**src/rtl/cpu_pkg.sv**
```systemverilog
// Shared opcode constants and FSM state encoding for the multi-cycle CPU.
package cpu_pkg;

   localparam logic [3:0] OP_AND  = 4'd0;
   localparam logic [3:0] OP_OR   = 4'd1;
   localparam logic [3:0] OP_ADD  = 4'd2;
   localparam logic [3:0] OP_SUB  = 4'd3;
   localparam logic [3:0] OP_SLT  = 4'd4;
   localparam logic [3:0] OP_LDI  = 4'd5;
   localparam logic [3:0] OP_LD   = 4'd6;
   localparam logic [3:0] OP_ST   = 4'd7;
   localparam logic [3:0] OP_BEQ  = 4'd8;
   localparam logic [3:0] OP_JMP  = 4'd9;
   localparam logic [3:0] OP_HALT = 4'd15;

   localparam logic [2:0] S_FETCH  = 3'd0;
   localparam logic [2:0] S_DECODE = 3'd1;
   localparam logic [2:0] S_EXEC   = 3'd2;
   localparam logic [2:0] S_MEM    = 3'd3;
   localparam logic [2:0] S_WB     = 3'd4;
   localparam logic [2:0] S_HALTED = 3'd5;

endpackage

```
**src/rtl/cpu_alu.sv**
```systemverilog
// Combinational ALU: AND/OR/ADD/SUB/SLT with carry (ADD carry-out, SUB borrow).
module cpu_alu
   import cpu_pkg::*;
#(
   parameter int DW = 8
) (
   input  logic [3:0]    op,
   input  logic [DW-1:0] a,
   input  logic [DW-1:0] b,
   output logic [DW-1:0] y,
   output logic          c_out
);

   logic [DW:0] sum;

   // Result and carry selection by opcode
   always_comb begin
      y     = '0;
      c_out = 1'b0;
      sum   = {1'b0, a} + {1'b0, b};
      case (op)
         OP_AND: y = a & b;
         OP_OR:  y = a | b;
         OP_ADD: begin
            y     = sum[DW-1:0];
            c_out = sum[DW];
         end
         OP_SUB: begin
            y     = a - b;
            c_out = (a < b);
         end
         OP_SLT: y = (a < b) ? DW'(1) : '0;
         default: ;
      endcase
   end

endmodule

```
**src/rtl/mc_cpu_core.sv**
```systemverilog
// Multi-cycle CPU core: FETCH/DECODE/EXEC/MEM/WB/HALTED, 4 registers, inline dmem.
module mc_cpu_core
   import cpu_pkg::*;
#(
   parameter int DW      = 8,
   parameter int IMEM_AW = 4,
   parameter int DMEM_AW = 4
) (
   input  logic               clk,
   input  logic               reset,
   input  logic               run,
   output logic [IMEM_AW-1:0] imem_addr,
   input  logic [15:0]        imem_data,
   output logic               halted,
   output logic               retire,
   output logic               carry,
   input  logic [1:0]         dbg_sel,
   output logic [DW-1:0]      dbg_data
);

   logic [2:0]         state;
   logic [IMEM_AW-1:0] pc;
   logic [15:0]        ir;
   logic [DW-1:0]      a, b, res;
   logic [DW-1:0]      regs [4];
   logic [DW-1:0]      dmem [2**DMEM_AW];

   logic [3:0]         op;
   logic [1:0]         rd, rs1, rs2;
   logic [DW-1:0]      imm_dw;
   logic [IMEM_AW-1:0] imm_pc, pc_inc;
   logic [DMEM_AW-1:0] d_addr;
   logic [DW-1:0]      alu_y;
   logic               alu_c;

   // Field decode and address/immediate sizing
   always_comb begin
      op     = ir[15:12];
      rd     = ir[11:10];
      rs1    = ir[9:8];
      rs2    = ir[7:6];
      imm_dw = DW'(ir[7:0]);
      imm_pc = IMEM_AW'(ir[7:0]);
      pc_inc = pc + IMEM_AW'(1);
      d_addr = DMEM_AW'(a);
   end

   assign imem_addr = pc;
   assign halted    = (state == S_HALTED);
   assign dbg_data  = regs[dbg_sel];

   cpu_alu #(.DW(DW)) u_alu (
      .op    (op),
      .a     (a),
      .b     (b),
      .y     (alu_y),
      .c_out (alu_c)
   );

   // Main FSM, PC, register file, flags and retire pulse
   always_ff @(posedge clk) begin
      if (reset) begin
         state  <= S_FETCH;
         pc     <= '0;
         ir     <= '0;
         a      <= '0;
         b      <= '0;
         res    <= '0;
         carry  <= 1'b0;
         retire <= 1'b0;
         for (int unsigned i = 0; i < 4; i++) regs[i] <= '0;
      end else begin
         retire <= 1'b0;
         case (state)
            S_FETCH: begin
               if (run) begin
                  ir    <= imem_data;
                  state <= S_DECODE;
               end
            end
            S_DECODE: begin
               if (op == OP_BEQ) begin
                  a <= regs[rd];
                  b <= regs[rs1];
               end else begin
                  a <= regs[rs1];
                  b <= regs[rs2];
               end
               state <= S_EXEC;
            end
            S_EXEC: begin
               case (op)
                  OP_AND, OP_OR, OP_ADD, OP_SUB, OP_SLT: begin
                     res <= alu_y;
                     if (op == OP_ADD || op == OP_SUB) carry <= alu_c;
                     state <= S_WB;
                  end
                  OP_LDI: begin
                     res   <= imm_dw;
                     state <= S_WB;
                  end
                  OP_LD:   state <= S_MEM;
                  OP_BEQ: begin
                     pc     <= (a == b) ? imm_pc : pc_inc;
                     retire <= 1'b1;
                     state  <= S_FETCH;
                  end
                  OP_JMP: begin
                     pc     <= imm_pc;
                     retire <= 1'b1;
                     state  <= S_FETCH;
                  end
                  OP_HALT: state <= S_HALTED;
                  default: begin
                     // ST (dmem write is in its own block) and NOPs
                     pc     <= pc_inc;
                     retire <= 1'b1;
                     state  <= S_FETCH;
                  end
               endcase
            end
            S_MEM: begin
               res   <= dmem[d_addr];
               state <= S_WB;
            end
            S_WB: begin
               regs[rd] <= res;
               pc       <= pc_inc;
               retire   <= 1'b1;
               state    <= S_FETCH;
            end
            S_HALTED: ;
            default: state <= S_FETCH;
         endcase
      end
   end

   // Data memory write (not reset; suppressed while reset is asserted)
   always_ff @(posedge clk) begin
      if (!reset && state == S_EXEC && op == OP_ST) dmem[d_addr] <= b;
   end

endmodule

```
**config.mk**
```make
export PLATFORM = sky130hd
export DESIGN_NAME = mc_cpu_core
export DESIGN_NICKNAME = d
export VERILOG_FILES = /design/src/rtl/cpu_pkg.sv /design/src/rtl/cpu_alu.sv /design/src/rtl/mc_cpu_core.sv
export SDC_FILE = /design/constraint.sdc
export NUM_CORES = 1
export LEC_CHECK = 0
export CAP_MARGIN = 20
export CORE_MARGIN = 2
export CORE_UTILIZATION = 60
export CTS_CLUSTER_DIAMETER = 80
export DETAILED_ROUTE_END_ITERATION = 7
export HOLD_SLACK_MARGIN = 0.08
export PLACE_DENSITY = 0.79
export SYNTH_ARGS = -nofsm -noshare
export SYNTH_HDL_FRONTEND = slang
export SYNTH_SLANG_ARGS = --single-unit
```
**constraint.sdc**
```tcl
create_clock -name clk -period 3.15 [get_ports clk]
set_input_delay 0.63 -clock clk [delete_from_list [all_inputs] [get_ports clk]]
set_output_delay 0.63 -clock clk [all_outputs]
set_load 0.05 [all_outputs]
```
# Word level (Yosys, flattened, before mapping)
# Memory sizes are Yosys's and may differ from the RTL's. A register that Yosys moved wholly into a read port is not among the register bits.
# Index checks and enable logic that the tools add are counted.
classes:
  add_sub_neg: 3
  multipliers: 0
  n_div: 0
  magnitude_cmp: 1
  n_eq_ne: 19
  shifts: 0
  n_mux: 33
  bitwise_logic: 3
  n_reduce_logical: 17
ops:
  columns: ["cell", "n"]
  rows:
  - ["case mux 8 bit (5 select lines)", 1]
  - ["case mux 8 bit (2 select lines)", 2]
  - ["two-way mux 8 bit", 3]
  - ["equality test 4 x 3 -> 1 bit, second input constant", 4]
  - ["OR reduction 8 bit", 2]
  - ["case mux 3 bit (5 select lines)", 1]
  - ["two-way mux 2 bit", 7]
  - ["equality test 4 bit, second input constant", 3]
  - ["two-way mux 4 bit", 3]
  - ["case mux 4 bit (3 select lines)", 1]
  - ["two-way mux 1 bit", 10]
  - ["adder 8 x 8 -> 9 bit", 1]
  - ["case mux 3 bit (3 select lines)", 1]
  - ["AND 8 bit", 1]
  - ["equality test 4 x 2 -> 1 bit, second input constant", 2]
  - ["equality test 8 bit", 1]
  - ["< comparator 8 bit", 1]
  - ["bitwise OR 8 bit", 1]
  - ["case mux 4 bit (2 select lines)", 1]
  - ["AND reduction 2 bit", 4]
  - ["subtractor 8 bit", 1]
  - ["equality test 3 x 2 -> 1 bit, second input constant", 2]
  - ["equality test 3 bit, second input constant", 2]
  - ["OR reduction 6 bit", 1]
  - ["other kinds (16)", 20]
word_totals:
  regBits: 49
  latch_bits: 0
  ram_bits: 160
  mem_bits_ro: 0
  inputBits: 21
  output_inout_bits: 15
  n_memories: 2
memory_table:
  columns: ["name", "words", "width", "read_ports", "rd_ports_with_merged_regs", "wr", "line_no", "text"]
  rows:
  - ["dmem", 16, 8, 1, 1, 1, "mc_cpu_core.sv:26", "logic [DW-1:0] dmem [2**DMEM_AW];"]
  - ["regs", 4, 8, 4, 3, 4, "mc_cpu_core.sv:25", "logic [DW-1:0] regs [4];"]

# Logic depth before layout (Yosys ltp)
depth:
  word_depth: 6
  depth_mapped: 9
  mapped_depth_nobuf: 8

# Modules after synthesis
# From an unflattened synthesis, not the netlist that was laid out.
hier_totals:
  hier_cells: 769
  area_unflattened_um2: 10545.1
by_module_without_submodules:
  columns: ["module", "instances", "cells_each", "area_each_um2", "seq_area_each_um2"]
  rows:
  - ["mc_cpu_core", 1, 624, 9536.6, 5985.7]
  - ["cpu_alu", 1, 145, 1008.5, 0.0]

# Least setup slack after synthesis
# No wires, ideal clock.
synth_timing:
  path_kind: "register to register"
  start: "register state[0]"
  end: "memory dmem[12][0], enable pin"
  arrival_time_ns: 2.067
  slack_ns: 0.700
  path_stages_with_launch: 6
  path_cell_list: "dfxtp_1 -> buf_2 -> or4b_4 -> nor4b_4 -> nand3_1 -> nor3_1"
synth_between:
  elab_chain_cells: 5
synth_lines:
  columns: ["element", "line_no", "text"]
  rows:
  - ["from (decl)", "mc_cpu_core.sv:21", "logic [2:0] state;"]
  - ["from (signal assigned)", "mc_cpu_core.sv:63", "state <= S_FETCH;"]
  - ["from (signal assigned)", "mc_cpu_core.sv:78", "state <= S_DECODE;"]
  - ["from (signal assigned)", "mc_cpu_core.sv:89", "state <= S_EXEC;"]
  - ["equality test 3 x 2 -> 1 bit", "mc_cpu_core.sv:140", "if (!reset && state == S_EXEC && op == OP_ST) dmem[d_addr] <= b;"]
  - ["logical AND 1 bit (2 in a row)", "mc_cpu_core.sv:140", null]
  - ["two-way mux 1 bit", "mc_cpu_core.sv:140", null]
  - ["two-way mux 1 bit (not written as such)", "mc_cpu_core.sv:140", null]
  - ["to (decl)", "mc_cpu_core.sv:26", null]
# Every way passes these cells.

# Worst setup path after layout
layout_timing:
  start: "register state[2]"
  end: "output halted"
layout_between:
  elab_chain_cells: 1
layout_lines:
  columns: ["element", "line_no", "text"]
  rows:
  - ["equality test 3 bit", "mc_cpu_core.sv:49", "assign halted = (state == S_HALTED);"]
  - ["to (decl)", "mc_cpu_core.sv:14", "output logic halted,"]
# Every way passes these cells.

==> results.json <==
{
  "cts_resized": 0,
  "num_io_pins": 36,
  "clock_latency_ps": 510,
  "die_area_sq_um": 18660,
  "drt_iter0_markers": 819,
  "critPathArrivalTime_ps": 2140,
  "port_buffers": 35,
  "fin_skew_ps": 14.43,
  "syn-instance-count": 776,
  "drc": 0,
  "critPathCaptureType": "output port",
  "via_count": 7103,
  "drv_slew": 0,
  "tightest_slew_ps": 858.8,
  "grt_overflow": 0,
  "fin_nets": 880,
  "required_ps": 2520,
  "cts_buffers": 22,
  "root_buffer": "clkbuf_16",
  "vdd_ir_drop_max_mv": 0.4632,
  "grt_pass1_vias": 6937,
  "drtPass1Iterations": 5,
  "synth-seq-cells": 219,
  "fin_cells": 1071,
  "wl_per_cell_um": 24.37,
  "synthArstFlopShare_pct": 0,
  "nFillCells": 1134,
  "post-place-cells": 1031,
  "power_density_nw_per_um2": 560.1,
  "rsz0062_at_grt": "no",
  "power.internal_mw": 4.983,
  "grt_usage_pct": 29.02,
  "ys_types": 62,
  "rrSetupSlack_ps": 520,
  "whs_path_depth": 2,
  "syn_area_sq_um": 10550,
  "max_freq_mhz": 361.1,
  "antenna_found_initial": 0,
  "final_area_sq_um": 11980,
  "setup_viol": 0,
  "synth_enable_flop_cells": 160,
  "wl_mm": 26.10,
  "rows": 48,
  "ctsHtreeMaxLevel": 1,
  "seqPwrFrac_pct": 49.0,
  "synth-seq-area-share_pct": 56.74,
  "p_clk_share_pct": 38.4,
  "cts.clk_slew.worst_paths_ps": 70,
  "placed_cell_area_sq_um": 11270,
  "setup_ws_ps": 381.0,
  "setup_tns_ps": 0,
  "syn-num-nets": 826,
  "grt_pass1_wl_mm": 40.34,
  "hpwlAfterDp_mm": 17.72,
  "grt_max_degree": 48,
  "start_util_pct": 61.20,
  "pre_cts_slack_ps": 475.7,
  "critical_path_class": "reg2out",
  "cts_buffer_depth": 3,
  "final_cell_mix": "edfxtp_1, mux4_2, dfxtp_1",
  "multi_input_area_sq_um": 4254,
  "cts_sinks": 219,
  "synth_area_per_cell_sq_um": 13.59,
  "holdBufCountCts": 0,
  "seqCellArea_sq_um": 5987,
  "ys_warn_count": 0,
  "cts_tree": "yes",
  "antennaDiodeCount": 0,
  "cp_max_fo": 8,
  "switching_power_mw": 1.725,
  "die_x_um": 136.6,
  "syn_to_final_growth_pct": 13.53,
  "p_sw_share_pct": 25.71,
  "period_minus_slack_ps": 2769,
  "status": "completed",
  "mostFrequentLayoutCell": "edfxtp_1",
  "vias_per_cell": 6.632,
  "fin_crit_sh_pct": 87.91,
  "drive_gt1_share_pct": 19.62,
  "slew-limit-headroom_pct": 42.22,
  "combPwrFrac_pct": 12.6,
  "hold_violations": 0,
  "cts_setup_buffers": 0,
  "ant_nets": 0,
  "gp_congestion": 1.006,
  "worstSetupStartpointType": "flip-flop",
  "r2r_cells": 8,
  "ys.flop_type": "edfxtp_1",
  "die_y_um": 136.6,
  "core_sq_um": 17240,
  "p_leak_nw": 4.090,
  "maxCapViolations": 0,
  "hold_path_class": "reg2reg"
}
stage by stage:
stage / util, % / hold WS (ps) / total power, mW
6_report: 69.48 / 448.1 / 6.707
5_1_grt: 69.48 / 475.5 / 6.889
4_1_cts: 69.48 / 452.3 / 6.693
3_5_place_dp: 65.40 / 444.5 / 4.171
3_3_place_gp: 65.40 / 443.3 / 4.149
2_1_floorplan: - / 431.7 / 3.894
logic make-up (layout without fill, tap and decap cells):
group,after synthesis,after routing,synth area share [%]
adders and majority gates,29,29,3.582
DFF,219,219,56.74
muxes,95,95,17.09
xor gates and xnor gates,4,4,0.3321
and+or+nand+nor,226,226,11.09
AOI/OAI and AO/OA,128,128,8.184
buffers and inverters,75,145,2.977
final cells by class:
class                           instances  share of cell area, %
Multi-Input combinational cell        482                  35.52
Clock buffer                           25                  4.691
Tap cell                              225                  2.351
Clock inverter                         15                  1.191
Sequential cell                       219                  49.99
Timing Repair Buffer                   78                  5.412
Inverter                               27                 0.8462
worst max-delay path, stage by stage (launching register included):
cell and delay [ps]:
dfxtp_1 460, nor2b_1 190, and2_1 160, clkdlybuf4s50_1 820
synthesized netlist by cell type (9+ instances only):
library cell / count / area, sq um
mux2i_1: 26 / 260.3
nor3_1: 16 / 80.08
edfxtp_1: 160 / 4805
ha_1: 27 / 337.8
o21ai_0: 25 / 125.1
mux4_2: 68 / 1531
nand2_1: 55 / 206.5
nand3_1: 17 / 85.08
a21oi_1: 33 / 165.2
inv_1: 27 / 101.4
clkbuf_1: 26 / 97.59
a211oi_1: 22 / 165.2
and3_1: 13 / 81.33
nor2_1: 53 / 198.9
dfxtp_1: 59 / 1181
nor2b_1: 9 / 56.30
buf_2: 11 / 55.05
and2_1: 30 / 187.7
state kept, by name (all words and copies together) (netlist names), named ones only:
signal / cells
regs: 32
state: 3
dmem: 128
imem_addr: 4
a: 8
ir: 16
res: 8
retire: 1
carry: 1
b: 8
final timing paths:
check        startpoint      to
min               ir[5]   ir[5]
max            state[2]  halted
min reg2reg       ir[5]   ir[5]
max reg2reg        a[0]  res[4]
routing by layer:
metal | global-route usage (%) | vias up | share of wire [%]
li1 | - | 3103 | -
met1 | 41.34 | 3547 | 40
met2 | 45.19 | 385 | 47
met3 | 6.556 | 68 | 11
met4 | 8.623 | 0 | 3.0
met5 | 0 | - | 0
power groups by stage:
stage                     logic (mW)  registers (mW)  clock network [mW]
after global routing           0.907            3.30                2.69
after floorplan                0.599            3.29                   0
after detailed placement       0.827            3.34                   0
after CTS                      0.835            3.28                2.58
final                          0.847            3.29                2.57
after global placement         0.810            3.34                   0
Power figures use the tool's default switching activity.
